File: config.mk
export PLATFORM = sky130hd
export DESIGN_NAME = seq_chunk_adder_flat
export DESIGN_NICKNAME = d
export VERILOG_FILES = /design/src/rtl/seq_chunk_adder_if.sv /design/src/rtl/seq_chunk_adder.sv /design/src/flat_wrapper.sv
export SDC_FILE = /design/constraint.sdc
export NUM_CORES = 1
export LEC_CHECK = 0
export ABC_AREA = 1
export ABC_CLOCK_PERIOD_IN_PS = 2550
export CORE_MARGIN = 2
export CORE_UTILIZATION = 60
export CTS_BUF_LIST = sky130_fd_sc_hd__clkbuf_4 sky130_fd_sc_hd__clkbuf_8
export CTS_CLUSTER_SIZE = 10
export DETAILED_ROUTE_END_ITERATION = 8
export DONT_BUFFER_PORTS = 1
export PLACE_DENSITY_LB_ADDON = 0.12
export SYNTH_ARGS = -nofsm -noshare
export SYNTH_HDL_FRONTEND = slang
export SYNTH_SLANG_ARGS = --single-unit
File: constraint.sdc
create_clock -name clk -period 2.55 [get_ports clk]
set_clock_uncertainty 0.15 [all_clocks]
set_input_delay 0.51 -clock clk [delete_from_list [all_inputs] [get_ports clk]]
set_output_delay 0.51 -clock clk [all_outputs]
set_load 0.05 [all_outputs]
File: src/rtl/seq_chunk_adder_if.sv
// Start/busy/done handshake bundle between a controller and seq_chunk_adder.
interface seq_chunk_adder_if #(
  parameter int unsigned WIDTH = 8
) ();
  logic             start;
  logic [WIDTH-1:0] A;
  logic [WIDTH-1:0] B;
  logic             Cin;
  logic             sub;
  logic             busy;
  logic             done;
  logic [WIDTH-1:0] S;
  logic             Cout;
  logic             V;

  modport master (
    output start, A, B, Cin, sub,
    input  busy, done, S, Cout, V
  );

  modport slave (
    input  start, A, B, Cin, sub,
    output busy, done, S, Cout, V
  );
endinterface

File: src/rtl/seq_chunk_adder.sv
// Multi-cycle add/subtract: CHUNK bits per clock with a registered inter-chunk carry.
// WIDTH >= 2 and CHUNK must divide WIDTH.
module seq_chunk_adder #(
  parameter int unsigned WIDTH = 8,
  parameter int unsigned CHUNK = 1
) (
  input  logic clk,
  input  logic rst,
  seq_chunk_adder_if.slave bus
);
  localparam int unsigned NCH  = WIDTH / CHUNK;
  localparam int unsigned IDXW = (NCH > 1) ? $clog2(NCH) : 1;
  localparam int unsigned CW   = CHUNK + 1;

  typedef enum logic [1:0] {IDLE, RUN, DONE} state_t;

  state_t            state, state_n;
  logic [WIDTH-1:0]  op_a, op_a_n;
  logic [WIDTH-1:0]  op_b, op_b_n;
  logic [WIDTH-1:0]  res, res_n;
  logic [WIDTH-1:0]  s_q, s_n;
  logic [IDXW-1:0]   idx, idx_n;
  logic              carry, carry_n;
  logic              cout_q, cout_n;
  logic              v_q, v_n;
  logic              busy_q, busy_n;
  logic              done_q, done_n;

  logic [CHUNK-1:0]  a_ch, b_ch;
  logic [CW-1:0]     sum;
  logic              cin_msb;

  // Current chunk slice and its ripple; the carry into the chunk MSB is
  // recovered from sum = a ^ b ^ cin at that bit.
  always_comb begin
    a_ch    = op_a[idx*CHUNK +: CHUNK];
    b_ch    = op_b[idx*CHUNK +: CHUNK];
    sum     = CW'(a_ch) + CW'(b_ch) + CW'(carry);
    cin_msb = sum[CHUNK-1] ^ a_ch[CHUNK-1] ^ b_ch[CHUNK-1];
  end

  // Next-state and next-output logic.
  always_comb begin
    state_n = state;
    op_a_n  = op_a;
    op_b_n  = op_b;
    res_n   = res;
    s_n     = s_q;
    idx_n   = idx;
    carry_n = carry;
    cout_n  = cout_q;
    v_n     = v_q;

    case (state)
      IDLE, DONE: begin
        if (bus.start) begin
          op_a_n  = bus.A;
          op_b_n  = bus.sub ? ~bus.B : bus.B;
          carry_n = bus.Cin ^ bus.sub;
          idx_n   = '0;
          state_n = RUN;
        end else begin
          state_n = IDLE;
        end
      end
      RUN: begin
        res_n[idx*CHUNK +: CHUNK] = sum[CHUNK-1:0];
        carry_n = sum[CHUNK];
        idx_n   = idx + IDXW'(1);
        if (idx == IDXW'(NCH - 1)) begin
          s_n     = res_n;
          cout_n  = sum[CHUNK];
          v_n     = cin_msb ^ sum[CHUNK];
          idx_n   = '0;
          state_n = DONE;
        end
      end
      default: state_n = IDLE;
    endcase

    busy_n = (state_n == RUN);
    done_n = (state_n == DONE);
  end

  always_ff @(posedge clk) begin
    if (rst) begin
      state  <= IDLE;
      op_a   <= '0;
      op_b   <= '0;
      res    <= '0;
      s_q    <= '0;
      idx    <= '0;
      carry  <= 1'b0;
      cout_q <= 1'b0;
      v_q    <= 1'b0;
      busy_q <= 1'b0;
      done_q <= 1'b0;
    end else begin
      state  <= state_n;
      op_a   <= op_a_n;
      op_b   <= op_b_n;
      res    <= res_n;
      s_q    <= s_n;
      idx    <= idx_n;
      carry  <= carry_n;
      cout_q <= cout_n;
      v_q    <= v_n;
      busy_q <= busy_n;
      done_q <= done_n;
    end
  end

  assign bus.S    = s_q;
  assign bus.Cout = cout_q;
  assign bus.V    = v_q;
  assign bus.busy = busy_q;
  assign bus.done = done_q;
endmodule

File: src/flat_wrapper.sv
// flat-port wrapper written by rule: the top's interface ports become plain ports
module seq_chunk_adder_flat 
#(
  parameter int unsigned WIDTH = 8,
  parameter int unsigned CHUNK = 1
)
  (clk, rst, bus_start, bus_A, bus_B, bus_Cin, bus_sub, bus_busy, bus_done, bus_S, bus_Cout, bus_V);
  seq_chunk_adder_if #(.WIDTH(WIDTH)) bus_i ();
  input  logic clk;
  input  logic rst;
  input wire logic [$bits(bus_i.start)-1:0] bus_start;
  input wire logic [$bits(bus_i.A)-1:0] bus_A;
  input wire logic [$bits(bus_i.B)-1:0] bus_B;
  input wire logic [$bits(bus_i.Cin)-1:0] bus_Cin;
  input wire logic [$bits(bus_i.sub)-1:0] bus_sub;
  output wire logic [$bits(bus_i.busy)-1:0] bus_busy;
  output wire logic [$bits(bus_i.done)-1:0] bus_done;
  output wire logic [$bits(bus_i.S)-1:0] bus_S;
  output wire logic [$bits(bus_i.Cout)-1:0] bus_Cout;
  output wire logic [$bits(bus_i.V)-1:0] bus_V;
  assign bus_i.start = bus_start;
  assign bus_i.A = bus_A;
  assign bus_i.B = bus_B;
  assign bus_i.Cin = bus_Cin;
  assign bus_i.sub = bus_sub;
  assign bus_busy = bus_i.busy;
  assign bus_done = bus_i.done;
  assign bus_S = bus_i.S;
  assign bus_Cout = bus_i.Cout;
  assign bus_V = bus_i.V;
  seq_chunk_adder #(.WIDTH(WIDTH), .CHUNK(CHUNK)) u_core (.clk(clk), .rst(rst), .bus(bus_i));
endmodule
==> metrics, run 1 <==
outcome completed; via count 1601; max-slew violations 0; minimum clock period 2.27 ns; Post-route DRC 0; CTS buffer count 5; Syn Inst Count 259; launch point of the worst path u_core.idx[1]; Post-synth ARST share 0%; htree depth 2; crit-path max cell delay 0.55 ns; clk buf depth 2; first-pass GRT wire length 6870 um; largest cells by area after synthesis dfxtp_1, a21oi_1, o21ai_0; startpoint types flip-flop; Worst Path Required 2.67 ns; Die X 62.1 um; Die Y 62.1 um; post-CTS setup buffers 0; Synth top area share 41.5%; Crit Path Category flip-flop to flip-flop; unrepaired setup endpoints after global routing no; Hold Path Depth 1; Clock Root Buffer clkbuf_4; distinct cell type count after synthesis 26; DR WL/cell 12.5 um; Ys Warns 0; mapped cell area 2030 um2; Yosys reg bits 42; Ant. Diodes 0; endpoint class of the critical path flip-flop; initial drt markers 90; Worst Path Max Fanout 7; Place WS 0.244 ns; most frequent cell after synthesis dfxtp_1; worst skew pair latency 0.35 ns; worst hold slack 0.0584 ns; Vias per Instance 5.23; Static Leak 0.916 nW; post_cts resized 0; top cells by count, synth dfxtp_1, a21oi_1, o21ai_0, inv_1, nand2_1; final setup fails 0; gpl congestion 0.891; vias in the first global route 1489; FP Rows 21; crit path DAT 2.39 ns; Nets 288; Yosys top cell by area dfxtp_1; TritonRoute pass-1 iters 4; maximum clock frequency 440 MHz; Port-buffer cells 0; final hold viol count 0; hold_buf cts 0; pwr dens 624 nW/um2; core area 3280 um2; Peak VDD IR 268 uV; Layout area overhead 4.26%; r2r worst-path depth 10; Mean Syn Cell Area 7.82 um2; Least-Margin Pin Slew 0.534 ns; min-delay worst type primary input to flip-flop; fin worst setup slack 0.280 ns; Final Non-Filler Cells 306; clk slew on worst S/H paths 0.12 ns; Initial Utilization 61.7%; Congestion Overflow GR 0; placed cell area 2050 um2; Seq/Total Area, Yosys 41.5%; largest net degree at the start of global routing 38; Max Cap Violations 0; final core utilization 64.3%; cell chain of the critical path inv_1 -> nand3_1 -> nand3_1 -> nand2_1 -> inv_1 -> fa_1 -> inv_2 -> nor4_2 -> o21ai_0 -> a21oi_1; max_slew headroom 64.3%; Synth Net Count 288; total power 1.32 mW; IO Pins 33; # clock sinks 42; hold_sp rst; ys flop type dfxtp_1; Tcrit/Tclk final 89.0%; half-perimeter wire length after placement 2760 um; worst r2r src u_core.idx[1]; Total Routing Usage GR 22.4%; antenna viol nets, final 0; design area 2110 um2; Final TNS setup 0 ns; initial antenna violation count 0; EDFF count, synth 0; final WL 3820 um; ratio of cells with drive above 1 in the final layout 8.46%; dpl cells 298; Die ar. 3860 um2; CTS tree done; CP max stage cell fa_1
==> path summary, 6_finish.rpt <==
kind	end	slack [ns]
worst max register to register	u_core.bus.S[2]	0.28
worst max-delay path	u_core.bus.S[2]	0.28
worst min-delay path	u_core.idx[2]	0.06
worst min register to register	u_core.op_a[6]	0.31
==> cell usage in the layout, fill, tap and decap left out, drive strengths merged <==
cell type and n:
a21oi 39, buf 5, clkbuf 7, clkinv 2
dfxtp 42, fa 1, ha 7, inv 39
nand2 31, nand3 21, nand4 1, nor2 2
nor3 2, nor4 3, o21a 1, o21ai 45
o221ai 1, or2 1, xnor2 10
==> final cells by class <==
type / count / area [um2]
well taps: 46 / 57.6
flip-flops and latches: 42 / 841
clock buffers: 7 / 58.8
fillers: 322 / 1170
clock inverters: 1 / 5.00
inverters: 40 / 150
repair buffers: 5 / 37.5
multi-input cells: 165 / 962
==> report_power, final <==
| group | internal [mW] | switching (mW) | total [mW] |
|---|---|---|---|
| logic | 0.0906 | 0.161 | 0.251 |
| registers | 0.695 | 0.0235 | 0.719 |
| clock network | 0.144 | 0.204 | 0.349 |
| total | 0.931 | 0.388 | 1.32 |
==> sequential cells by signal, summed over array words and instances (netlist names), 2 cells and up <==
name and cells:
u_core.op_a 8, u_core.state 2, u_core.res 8, u_core.idx 3, u_core.bus.S 8, u_core.op_b 8
==> routing by layer <==
metal	vias to the layer above	GRT usage [%]	routed length, um
met4	0	9.17	85
met1	692	31.6	1940
met3	11	7.79	247
li1	855	-	-
met5	-	0	0
met2	43	31.3	1550
==> cells by family (layout without fill, tap and decap cells) <==
family                   count (synthesis)  in the layout  synth area share (%)
AO/OA/AOI/OAI                           86             86                  21.6
AND/OR/NAND/NOR                         61             61                  16.3
buffers and inverters                   52             53                  11.0
flip-flops                              42             42                  41.5
XOR/XNOR                                10             10                  4.32
adder cells (fa/ha/maj)                  8              8                  5.31
==> worst max-delay path: cells and delay by family (launching register included) <==
| family | cells | cell delay (ns) |
|---|---|---|
| compound gates | 2 | 0.32 |
| flops | 1 | 0.45 |
| buf+inv | 3 | 0.28 |
| fa+ha+maj | 1 | 0.55 |
| simple gates | 4 | 0.45 |
No activity file was read; power rests on OpenSTA's default activity.
==> run 2, diff against run 1 <==
--- a/config.mk
+++ b/config.mk
@@ -14,6 +14,7 @@
 export DETAILED_ROUTE_END_ITERATION = 8
 export DONT_BUFFER_PORTS = 1
 export PLACE_DENSITY_LB_ADDON = 0.12
+export SKIP_CTS_REPAIR_TIMING = 1
 export SYNTH_ARGS = -nofsm -noshare
 export SYNTH_HDL_FRONTEND = slang
 export SYNTH_SLANG_ARGS = --single-unit
==> results of run 2 <==
Final layout, timing and power as in run 1 (identical DEF).
==> run 3, diff against run 2 <==
--- a/config.mk
+++ b/config.mk
@@ -8,11 +8,12 @@
 export ABC_AREA = 1
 export ABC_CLOCK_PERIOD_IN_PS = 2550
 export CORE_MARGIN = 2
-export CORE_UTILIZATION = 60
+export CORE_UTILIZATION = 45
 export CTS_BUF_LIST = sky130_fd_sc_hd__clkbuf_4 sky130_fd_sc_hd__clkbuf_8
 export CTS_CLUSTER_SIZE = 10
 export DETAILED_ROUTE_END_ITERATION = 8
 export DONT_BUFFER_PORTS = 1
+export HOLD_SLACK_MARGIN = 0.1
 export PLACE_DENSITY_LB_ADDON = 0.12
 export SKIP_CTS_REPAIR_TIMING = 1
 export SYNTH_ARGS = -nofsm -noshare
==> constraint.sdc (replaced) <==
create_clock -name clk -period 2.55 [get_ports clk]
set_clock_uncertainty 0.15 [all_clocks]
set_input_delay 0.51 -clock clk [delete_from_list [all_inputs] [get_ports clk]]
set_output_delay 0.51 -clock clk [all_outputs]
set_load 0.005 [all_outputs]
==> metrics, run 3 (synthesis gave the netlist of run 1 again) <==
Total Routing Usage GR 17.3% (was 22.4%); CP max stage cell fa_1 (unchanged); final WL 4040 um (was 3820 um); unrepaired setup endpoints after global routing no (unchanged); hold_sp rst (unchanged); clk slew on worst S/H paths 0.08 ns (was 0.12 ns); launch point of the worst path u_core.idx[0] (was u_core.idx[1]); Final TNS setup 0 ns (unchanged); Die X 71.1 um (was 62.1 um); DR WL/cell 12.9 um (was 12.5 um); startpoint types flip-flop (unchanged); TritonRoute pass-1 iters 4 (unchanged); Initial Utilization 46.5% (was 61.7%); Nets 289 (was 288); core area 4350 um2 (was 3280 um2); first-pass GRT wire length 6920 um (was 6870 um); initial drt markers 138 (was 90); initial antenna violation count 0 (unchanged); final setup fails 0 (unchanged); worst skew pair latency 0.29 ns (was 0.35 ns); commonest non-fill, non-tap cells in the layout dfxtp_1, a21oi_1, o21ai_0 (unchanged); vias in the first global route 1499 (was 1489); Port-buffer cells 0 (unchanged); Die Y 71.1 um (was 62.1 um); Clock Root Buffer clkbuf_8 (was clkbuf_4); final hold viol count 0 (unchanged); minimum clock period 2.34 ns (was 2.27 ns); max_slew headroom 69.3% (was 64.3%); antenna viol nets, final 0 (unchanged); Die ar. 5050 um2 (was 3860 um2); max-slew violations 0 (unchanged); Layout area overhead 7.23% (was 4.26%); r2r worst-path depth 10 (unchanged); half-perimeter wire length after placement 2910 um (was 2760 um); min-delay worst type primary input to flip-flop (unchanged); dpl cells 305 (was 298); ratio of cells with drive above 1 in the final layout 8.43% (was 8.46%); final core utilization 49.9% (was 64.3%); CTS buffer count 5 (unchanged); CTS tree done (unchanged); via count 1598 (was 1601); Place WS 0.227 ns (was 0.244 ns); # clock sinks 42 (unchanged); maximum clock frequency 427 MHz (was 440 MHz); Congestion Overflow GR 0 (unchanged); gpl congestion 0.814 (was 0.891); Max Cap Violations 0 (unchanged); Hold Path Depth 1 (unchanged); htree depth 2 (unchanged); Tcrit/Tclk final 91.8% (was 89.0%); WP buf/inv 2 (was 3); largest net degree at the start of global routing 23 (was 38); Final Non-Filler Cells 313 (was 306); Vias per Instance 5.11 (was 5.23); most common cell after layout, fill and taps aside dfxtp_1 (unchanged); Static Leak 0.941 nW (was 0.916 nW); fin worst setup slack 0.208 ns (was 0.280 ns); CP top delay family compound AO/OA/AOI/OAI gates (was adder cells); pwr dens 683 nW/um2 (was 624 nW/um2); clk buf depth 2 (unchanged); worst r2r src u_core.idx[0] (was u_core.idx[1]); IO Pins 33 (unchanged); outcome completed (unchanged); Ant. Diodes 0 (unchanged); endpoint class of the critical path flip-flop (unchanged); cell chain of the critical path buf_4 -> a21oi_1 -> o21ai_0 -> nand3_1 -> nand2_1 -> fa_1 -> inv_1 -> nor2_1 -> o21ai_0 -> a21oi_1 (was inv_1 -> nand3_1 -> nand3_1 -> nand2_1 -> inv_1 -> fa_1 -> inv_2 -> nor4_2 -> o21ai_0 -> a21oi_1); crit-path max cell delay 0.43 ns (was 0.55 ns); Least-Margin Pin Slew 0.460 ns (was 0.534 ns); Crit Path Category flip-flop to flip-flop (unchanged); Peak VDD IR 373 uV (was 268 uV); crit path DAT 2.37 ns (was 2.39 ns); CP Depth 10 (unchanged); FP Rows 24 (was 21); Worst Path Required 2.57 ns (was 2.67 ns); Worst Path Max Fanout 9 (was 7); Post-route DRC 0 (unchanged)
[run 3: layout make-up]
cell class	count	area, um2
clock buffers	5	68.8
clock inverters	3	40.0
fillers	438	2180
inverters	40	150
multi-input cells	165	962
flip-flops and latches	42	841
well taps	52	65.1
repair buffers	6	45.0
[run 3: where the power goes]
part / switching, mW / total, mW / internal [mW]
clock: 0.230 / 0.518 / 0.288
sequential: 0.0179 / 0.713 / 0.695
combinational: 0.163 / 0.252 / 0.0890
[run 3: routing by layer]
| metal | wire length, um | share of wire, % | track usage, % | up-vias |
|---|---|---|---|---|
| li1 | - | - | - | 855 |
| met5 | 0 | 0 | 0 | - |
| met1 | 2180 | 54 | 25.5 | 699 |
| met2 | 1600 | 40 | 24.4 | 39 |
| met3 | 217 | 5.4 | 4.56 | 5 |
| met4 | 47 | 1.2 | 5.66 | 0 |
[run 3: worst paths after layout]
kind                                   endpoint  slack (ns)
worst max-delay path            u_core.bus.S[0]        0.21
worst min-delay path              u_core.idx[2]        0.12
worst min register to register   u_core.op_a[5]        0.31
worst max register to register  u_core.bus.S[0]        0.21
[run 3: metrics by stage]
step           total power [mW]  hold WS, ns  cell area [um2]
2_1_floorplan             0.938        0.279             2030
3_3_place_gp              0.979        0.299             2060
3_5_place_dp              0.979        0.307             2060
4_1_cts                    1.49        0.114             2170
5_1_grt                    1.56        0.113             2170
6_report                   1.48        0.122             2170
